$ cat src/rtl/j_uart2_txq.sv
// j_uart2_txq: UART2 transmit byte queue and register-access sequencer with fair host sharing.
// Define UART2_TXQ_TIMEOUT_EN to flush the queue and raise stuck after 255 consecutive busy polls.
module j_uart2_txq #(
  parameter int DEPTH    = 8,
  parameter int TBE_BIT  = 7,
  parameter int POLL_GAP = 4
) (
  input  logic        clk,
  input  logic        resetl,
  input  logic        init_req,
  input  logic [15:0] pscl_val,
  input  logic [15:0] ctrl_val,
  output logic        init_done,
  input  logic        wr_en,
  input  logic [7:0]  wr_data,
  output logic        full,
  output logic [4:0]  level,
  output logic        ovf,
  input  logic        host_req,
  output logic        host_gnt,
  output logic        u2psclw,
  output logic        u2ctwr,
  output logic        u2strd,
  output logic        u2dwr,
  output logic [15:0] dout,
  input  logic [15:0] stat_in,
  output logic        busy,
  output logic        stuck
);
  localparam int AW = $clog2(DEPTH);
  typedef enum logic [2:0] {IDLE, CFG_P, CFG_C, READY, POLL, WRITE, GAP, HOST} state_t;
  state_t r_state, w_nxt;
  logic [7:0] r_mem [DEPTH];
  logic [AW:0] r_wp, r_rp, w_lvl;
  logic [3:0] r_gcnt;
  logic [15:0] r_dout;
  logic r_prio, r_pend, r_gnt, r_init_done, r_ovf, r_psclw, r_ctwr, r_strd, r_dwr;
  logic w_init, w_empty, w_full, w_push, w_pop, w_tbe, w_flush, w_eng, w_arb, w_unused;
  assign w_lvl   = r_wp - r_rp;
  assign w_empty = r_wp == r_rp;
  assign w_full  = w_lvl == (AW+1)'(DEPTH);
  assign w_pop   = r_state == WRITE;
  assign w_push  = wr_en && (!w_full || w_pop);
  assign w_tbe   = stat_in[TBE_BIT];
  assign w_init  = init_req || r_pend;
  // r_prio: 0 = engine wins the next contested READY, 1 = host wins
  assign w_eng   = !w_empty && (!host_req || !r_prio);
  assign w_arb   = r_state == READY && !w_init && !w_empty && host_req;
  assign w_unused = ^stat_in;
  always_comb begin
    w_nxt = r_state;
    case (r_state)
      IDLE:    w_nxt = w_init ? CFG_P : host_req ? HOST : IDLE;
      CFG_P:   w_nxt = CFG_C;
      CFG_C:   w_nxt = READY;
      READY:   w_nxt = w_init ? CFG_P : w_eng ? POLL : host_req ? HOST : READY;
      POLL:    w_nxt = w_flush ? READY : w_tbe ? WRITE : GAP;
      WRITE:   w_nxt = GAP;
      GAP:     w_nxt = r_gcnt == 4'd0 ? READY : GAP;
      HOST:    w_nxt = host_req ? HOST : r_init_done ? READY : IDLE;
      default: w_nxt = IDLE;
    endcase
  end
  always_ff @(posedge clk) begin
    if (!resetl) begin
      r_state <= IDLE;
      {r_psclw, r_ctwr, r_strd, r_dwr, r_gnt} <= '0;
      {r_prio, r_pend, r_init_done, r_ovf} <= '0;
      r_dout <= '0;
      r_gcnt <= '0;
      r_wp <= '0;
      r_rp <= '0;
    end else begin
      r_state <= w_nxt;
      r_psclw <= w_nxt == CFG_P;
      r_ctwr <= w_nxt == CFG_C;
      r_strd <= w_nxt == POLL;
      r_dwr <= w_nxt == WRITE;
      r_gnt <= r_state == HOST && host_req;
      r_dout <= w_nxt == CFG_P ? pscl_val : w_nxt == CFG_C ? ctrl_val :
                w_nxt == WRITE ? {8'h00, r_mem[r_rp[AW-1:0]]} : r_dout;
      r_gcnt <= r_state == GAP ? r_gcnt - 4'd1 : 4'(POLL_GAP - 1);
      r_prio <= w_arb ? !r_prio : r_prio;
      r_pend <= w_nxt != CFG_P && (r_pend || init_req && r_state inside {POLL, WRITE, GAP, HOST});
      r_init_done <= r_init_done || r_state == CFG_C;
      r_ovf <= r_state != CFG_C && (r_ovf || wr_en && w_full && !w_pop);
      r_wp <= r_wp + (AW+1)'(w_push);
      r_rp <= w_flush ? r_wp : r_rp + (AW+1)'(w_pop);
    end
  end
  always_ff @(posedge clk)
    if (w_push) r_mem[r_wp[AW-1:0]] <= wr_data;
`ifdef UART2_TXQ_TIMEOUT_EN
  logic [7:0] r_tcnt;
  logic r_stuck;
  // the 255th consecutive busy poll gives up on the UART
  assign w_flush = r_state == POLL && !w_tbe && r_tcnt == 8'd254;
  always_ff @(posedge clk) begin
    if (!resetl) begin
      r_tcnt <= '0;
      r_stuck <= 1'b0;
    end else begin
      r_tcnt <= (init_req || r_state == POLL && w_tbe || w_flush) ? 8'd0 :
                r_state == POLL ? r_tcnt + 8'd1 : r_tcnt;
      r_stuck <= r_state != CFG_C && (r_stuck || w_flush);
    end
  end
  assign stuck = r_stuck;
`else
  assign w_flush = 1'b0;
  assign stuck = 1'b0;
`endif
  assign init_done = r_init_done;
  assign full      = w_full;
  assign level     = 5'(w_lvl);
  assign ovf       = r_ovf;
  assign host_gnt  = r_gnt && host_req;
  assign u2psclw   = r_psclw;
  assign u2ctwr    = r_ctwr;
  assign u2strd    = r_strd;
  assign u2dwr     = r_dwr;
  assign dout      = r_dout;
  assign busy      = !(r_state inside {IDLE, READY});
endmodule

$ cat config.mk
export PLATFORM = sky130hd
export DESIGN_NAME = j_uart2_txq
export DESIGN_NICKNAME = d
export VERILOG_FILES = /design/src/rtl/j_uart2_txq.sv
export SDC_FILE = /design/constraint.sdc
export NUM_CORES = 1
export LEC_CHECK = 0
export BUFFER_PORTS_ARGS = -buffer_cell sky130_fd_sc_hd__buf_2
export CAP_MARGIN = 15
export CORE_MARGIN = 2
export CORE_UTILIZATION = 55
export DETAILED_ROUTE_END_ITERATION = 8
export GPL_TIMING_DRIVEN = 1
export PLACE_DENSITY = 0.77
export SLEW_MARGIN = 20
export SYNTH_ARGS = -nofsm -noshare
export SYNTH_HDL_FRONTEND = slang
export SYNTH_SLANG_ARGS = --single-unit
$ cat constraint.sdc
create_clock -name clk -period 6 [get_ports clk]
set_clock_uncertainty 0.15 [all_clocks]
set_input_delay 0.3 -clock clk [delete_from_list [all_inputs] [get_ports clk]]
set_output_delay 0.3 -clock clk [all_outputs]
set_load 0.05 [all_outputs]
Word level (Yosys, flattened, before mapping)
Memory sizes are Yosys's and may differ from the RTL's. A register that Yosys moved wholly into a read port is not among the register bits.
Cells that the tools add are included.

storage, ports and cells
  register bits after elaboration = 40
  RAM bits = 64
  bits of input ports = 61
  memories kept = 1

cells by class
  add/sub/neg operators = 4
  eq/ne operators = 15
  mux-type cells = 17
  reduce and logical (&&, ||, !) cells = 31

memory list
  memory  words  width  read ports  clocked after memory_dff  wr ports  RTL line  RTL
  r_mem   8      8      1           1                         1         33        logic [7:0] r_mem [DEPTH];

operators with widths
  operator               count
  $mux W16               3
  $mux W3                8
  $pmux W3 S8            1
  $eq A3 B3 Y1 const B   6
  $logic_and A1 B1 Y1    12
  $eq A3 B2 Y1 const B   3
  $add A4 B1 Y4          2
  $logic_not A1 Y1       7
  $eq A3 B1 Y1 const B   2
  $logic_or A1 B1 Y1     6
  $mux W2                3
  $eq A4 B4 Y1           1
  $eq A4 B4 Y1 const B   1
  $logic_not A4 Y1       1
  $reduce_bool A4 Y1     1
  $sub A4 B1 Y4 const B  1
  $sub A4 B4 Y4          1
  $logic_not A3 Y1       1
  $ne A3 B1 Y1 const B   1
  $ne A3 B2 Y1 const B   1
  $reduce_bool A3 Y1     1
  $mux W1                2
  $reduce_and A2 Y1      1
  $reduce_bool A2 Y1     1

Logic depth before layout (Yosys ltp)
  word-level depth = 10
  depth in mapped cells = 12
  mapped depth without buffers = 10

Least setup slack after synthesis
No wires, ideal clock.

  path kind = reg-to-reg
  start point = register r_wp[0]
  end point = memory r_mem[1][0] (enable)
  setup time = 0.383 ns
  arrival = 3.045 ns
  required time = 5.467 ns
  path slack = 2.422 ns
  stages on the path, launching flop included = 9
  path buffers = 0
  period minus slack after synthesis = 3.578 ns
  path through = dfxtp_1 inv_1 ha_1 fa_1 xnor2_1 nor3_1 a41oi_1 nand2_1 nor3_1

on the way
  longest elaborated chain between the ends = 7

RTL lines
  item                           RTL line  RTL
  from (decl)                    34        logic [AW:0] r_wp, r_rp, w_lvl;
  from (signal assigned)         87        r_wp <= r_wp + (AW+1)'(w_push);
  $sub A4 B4 Y4                  39        assign w_lvl = r_wp - r_rp;
  net level[2]                   17        output logic [4:0] level,
  $eq A4 B4 Y1                   41        assign w_full = w_lvl == (AW+1)'(DEPTH);
  $logic_not A1 Y1               43        assign w_push = wr_en && (!w_full || w_pop);
  $logic_or A1 B1 Y1             43
  $logic_and A1 B1 Y1            43
  $mux W1                        92        if (w_push) r_mem[r_wp[AW-1:0]] <= wr_data;
  $mux W1 (implied by the code)  92
  to (decl)                      33

The timed path passes the listed nets, and every way through them passes these cells.

Worst setup path in the final report
  start point = register r_rp[1]
  end point = memory r_mem[0][7] (enable)

on the way
  longest elaborated chain between the ends = 7

RTL lines
  item                           RTL line  RTL
  from (decl)                    34
  from (signal assigned)         88        r_rp <= w_flush ? r_wp : r_rp + (AW+1)'(w_pop);
  $sub A4 B4 Y4                  39
  $eq A4 B4 Y1                   41
  $logic_not A1 Y1               43
  $logic_or A1 B1 Y1             43
  $logic_and A1 B1 Y1            43
  $mux W1                        92
  $mux W1 (implied by the code)  92

No other way between the ends.

==> impl_metrics.yaml <==
sta:
  timing.final.crit_period_ps: 3780
  slew_violations: 0
  clock.fmax_mhz: 265
  final.setup.worst_slack_ps: 2220
  worst_slew_pin_slew_ps: 927
  final-setup-viol-count: 0
  rsz0062_at_grt: "false"
  layout_worst_path_cycle_share_pct: 63.0
  fin_setup_tns_ps: 0
  relSlewSlack_pct: 38.1
  hold_viol_final: 0
  hold_ws_ps: 24.2
grt:
  grtUsageTotal_pct: 19.7
  grt_pass1_wl_um: 13600
  grt-ovfl-total: 0
  antenna_found_initial: 0
  grt_start_max_net_pins: 28
  grt_pass1_vias: 2880
pwr:
  peakVddDrop_v: 0.000158
  pwr_density_cell_nw_per_um2: 365
  combPwrFrac_pct: 32.7
  p_leak_nw: 2.01
  power_frac_clock_pct: 21.4
  p_sw_w: 0.000732
  p_int_w: 0.00118
  seqPwrFrac_pct: 45.9
  switching_share_pct: 38.3
clock_tree:
  cts_tree: "yes"
  clk_latency_ps: 360
  h-tree-depth: 3
  cts_buffers: 9
  post_cts_buffers: 0
  post_cts_resized: 0
  clk_path_buf_depth: 2
  cts_root_buffer: "clkbuf_8"
  clock-sinks: 104
  cts.clk_slew.worst_paths_ps: 100
critical_path:
  critPathLaunchType: "register"
  cp_max_fo: 20
  end_kind: "register"
  cp_slowest_cell: "dfxtp_1"
  critPathArrivalTime_ps: 3720
  cp_cell_sequence: "inv_1 > ha_1 > nor2b_1 > o21a_1 > or3_1 > a41oi_1 > nand2_1 > nor3_1 > buf_4"
  worstSetupPathType: "register to register"
  crit_required_ps: 5940
  cpPeakStageDelay_ps: 940
route:
  vias: 3065
  drt-total-wl_um: 8810
  route.detailed.drc: 0
  postRouteAntennaNets: 0
  drt-wirelength-per-cell_um: 16.8
  via_per_inst: 5.83
  detail_route.iter0.violations: 101
  drtPass1Iterations: 4
status:
  status: "finished, final reports clean"
placement:
  gp_congestion: 0.907
  place_hpwl_um: 6280
  dpl.cell_count: 508
  port-buffer-count: 74
  post-place-ws_ps: 2170
floorplanning:
  die_area_sq_um: 9160
  placementRows: 33
  fp.dieW_um: 95.7
  io_pins: 92
  initial_core_util_pct: 56.6
  core_region_area_sq_um: 8180
  die_h_um: 95.7
finish:
  layout-drive-gt1-share_pct: 29.9
  antennaDiodeCount: 0
  stdcell_count: 526
  fillers: 621
  areaGrowthSynthToFinish_pct: 13.0
  nets: 486
synth:
  yosys.area.top_type_share_pct: 41.5
  synth_edf_count: 64
  async_flop_share_pct: 0
  ys_seq_area_share_pct: 58.8
  ys_warn_count: 0
  yosysUniqueCellTypes: 54
  yosysMostFrequentCell: "edfxtp_1"
  avgSynthCellArea_sq_um: 13.4
  synth-main-ff-cell: "edfxtp_1"
  postSynthCellCount: 346
  synth_top_cell_by_area: "edfxtp_1"
  synth_seq_cells: 104
  synthTopCellsByCount: "edfxtp_1 (64), dfxtp_1 (40), nor2_1 (26)"
  yosys-top-cells-area: "edfxtp_1 (42%), dfxtp_1 (17%), mux4_2 (7.8%), ha_1 (2.2%), nor2_1 (2.1%)"
  syn-cell-area_sq_um: 4630
hold_path:
  min-delay-path-class: "input pin to register"
run:
  cap_violations: 0
[layer usage]
| layer | up-vias | part of all wire [%] | global-route usage (%) |
|---|---|---|---|
| met5 | - | 0 | 0 |
| met4 | 0 | 0.83 | 3.93 |
| met3 | 7 | 6.5 | 5.64 |
| met2 | 100 | 50 | 34.6 |
| met1 | 1498 | 43 | 24.6 |
| li1 | 1460 | - | - |
[worst max-delay path: cells and delay by family (launching register included)]
family                     cells  cell delay (ps)
buffers and inverters          2              380
AOI/OAI and AO/OA              2              540
DFF                            1              940
and+or+nand+nor                4             1170
adders and majority gates      1              310
[final cells by class]
type / count / area, sq um / share of cell area [%]
timing repair buffer: 79 / 413 / 7.90
clock inverter: 7 / 60.1 / 1.15
sequential: 104 / 2720 / 52.1
multi-input combinational: 210 / 1730 / 33.1
inverter: 12 / 45.0 / 0.861
tap: 105 / 131 / 2.51
clock buffer: 9 / 124 / 2.37
[placed cells by master, fill, tap and decap left out, drive strengths merged, types with 10 or more instances in the layout]
cell	instances
nand2	20
o211ai	12
mux4	16
nor3	17
dfxtp	40
inv	16
buf	77
nor2	28
edfxtp	64
nand3	10
[logic make-up after synthesis]
kind of cell,synth area share [%]
AO/OA/AOI/OAI,11.2
XOR/XNOR,1.89
adder cells (fa/ha/maj),2.60
buffers and inverters,3.81
flip-flops,58.8
multiplexers,9.52
other,0.0810
AND/OR/NAND/NOR,12.1
[power groups by stage]
stage / Combinational, W / Clock (W) / Sequential, W
after detailed placement: 0.000625 / 0 / 0.000891
after CTS: 0.000626 / 0.000418 / 0.000875
after global routing: 0.000676 / 0.000444 / 0.000884
final: 0.000625 / 0.000409 / 0.000876
after global placement: 0.000613 / 0 / 0.000886
after floorplan: 0.000364 / 0 / 0.00103
[worst paths after layout]
check                             from               endpoint  slack, ps  cells after the start
setup / recovery    r_rp[1]$_SDFF_PN0_  r_mem[0][7]$_DFFE_PP_       2220                      9
hold / removal             ctrl_val[9]   dout[9]$_SDFFE_PN0P_         20                      2
setup reg to reg    r_rp[1]$_SDFF_PN0_  r_mem[0][7]$_DFFE_PP_       2220                      9
hold reg to reg   r_gcnt[0]$_SDFF_PN0_   r_gcnt[0]$_SDFF_PN0_        310                      1
[repair_timing]
item                                    CTS  global route
endpoints found under the setup margin    0             0
hold buffers                              2             0
hold endpoints to repair                  2             0
[metrics by stage]
step           total power [W]  util [%]  area, sq um
3_3_place_gp           0.00150      61.5         5020
3_5_place_dp           0.00152      61.5         5020
6_report               0.00191      64.0         5230
5_1_grt                0.00200      64.0         5230
4_1_cts                0.00192      64.0         5230
2_1_floorplan          0.00139         -         4630
[flip-flops by register name, summed over array words and instances, names as in the netlist, 3 cells and up]
register  flops
r_gcnt        4
r_rp          4
r_mem        64
r_state       3
r_wp          4
dout         16
No activity file was read; power rests on OpenSTA's default activity.
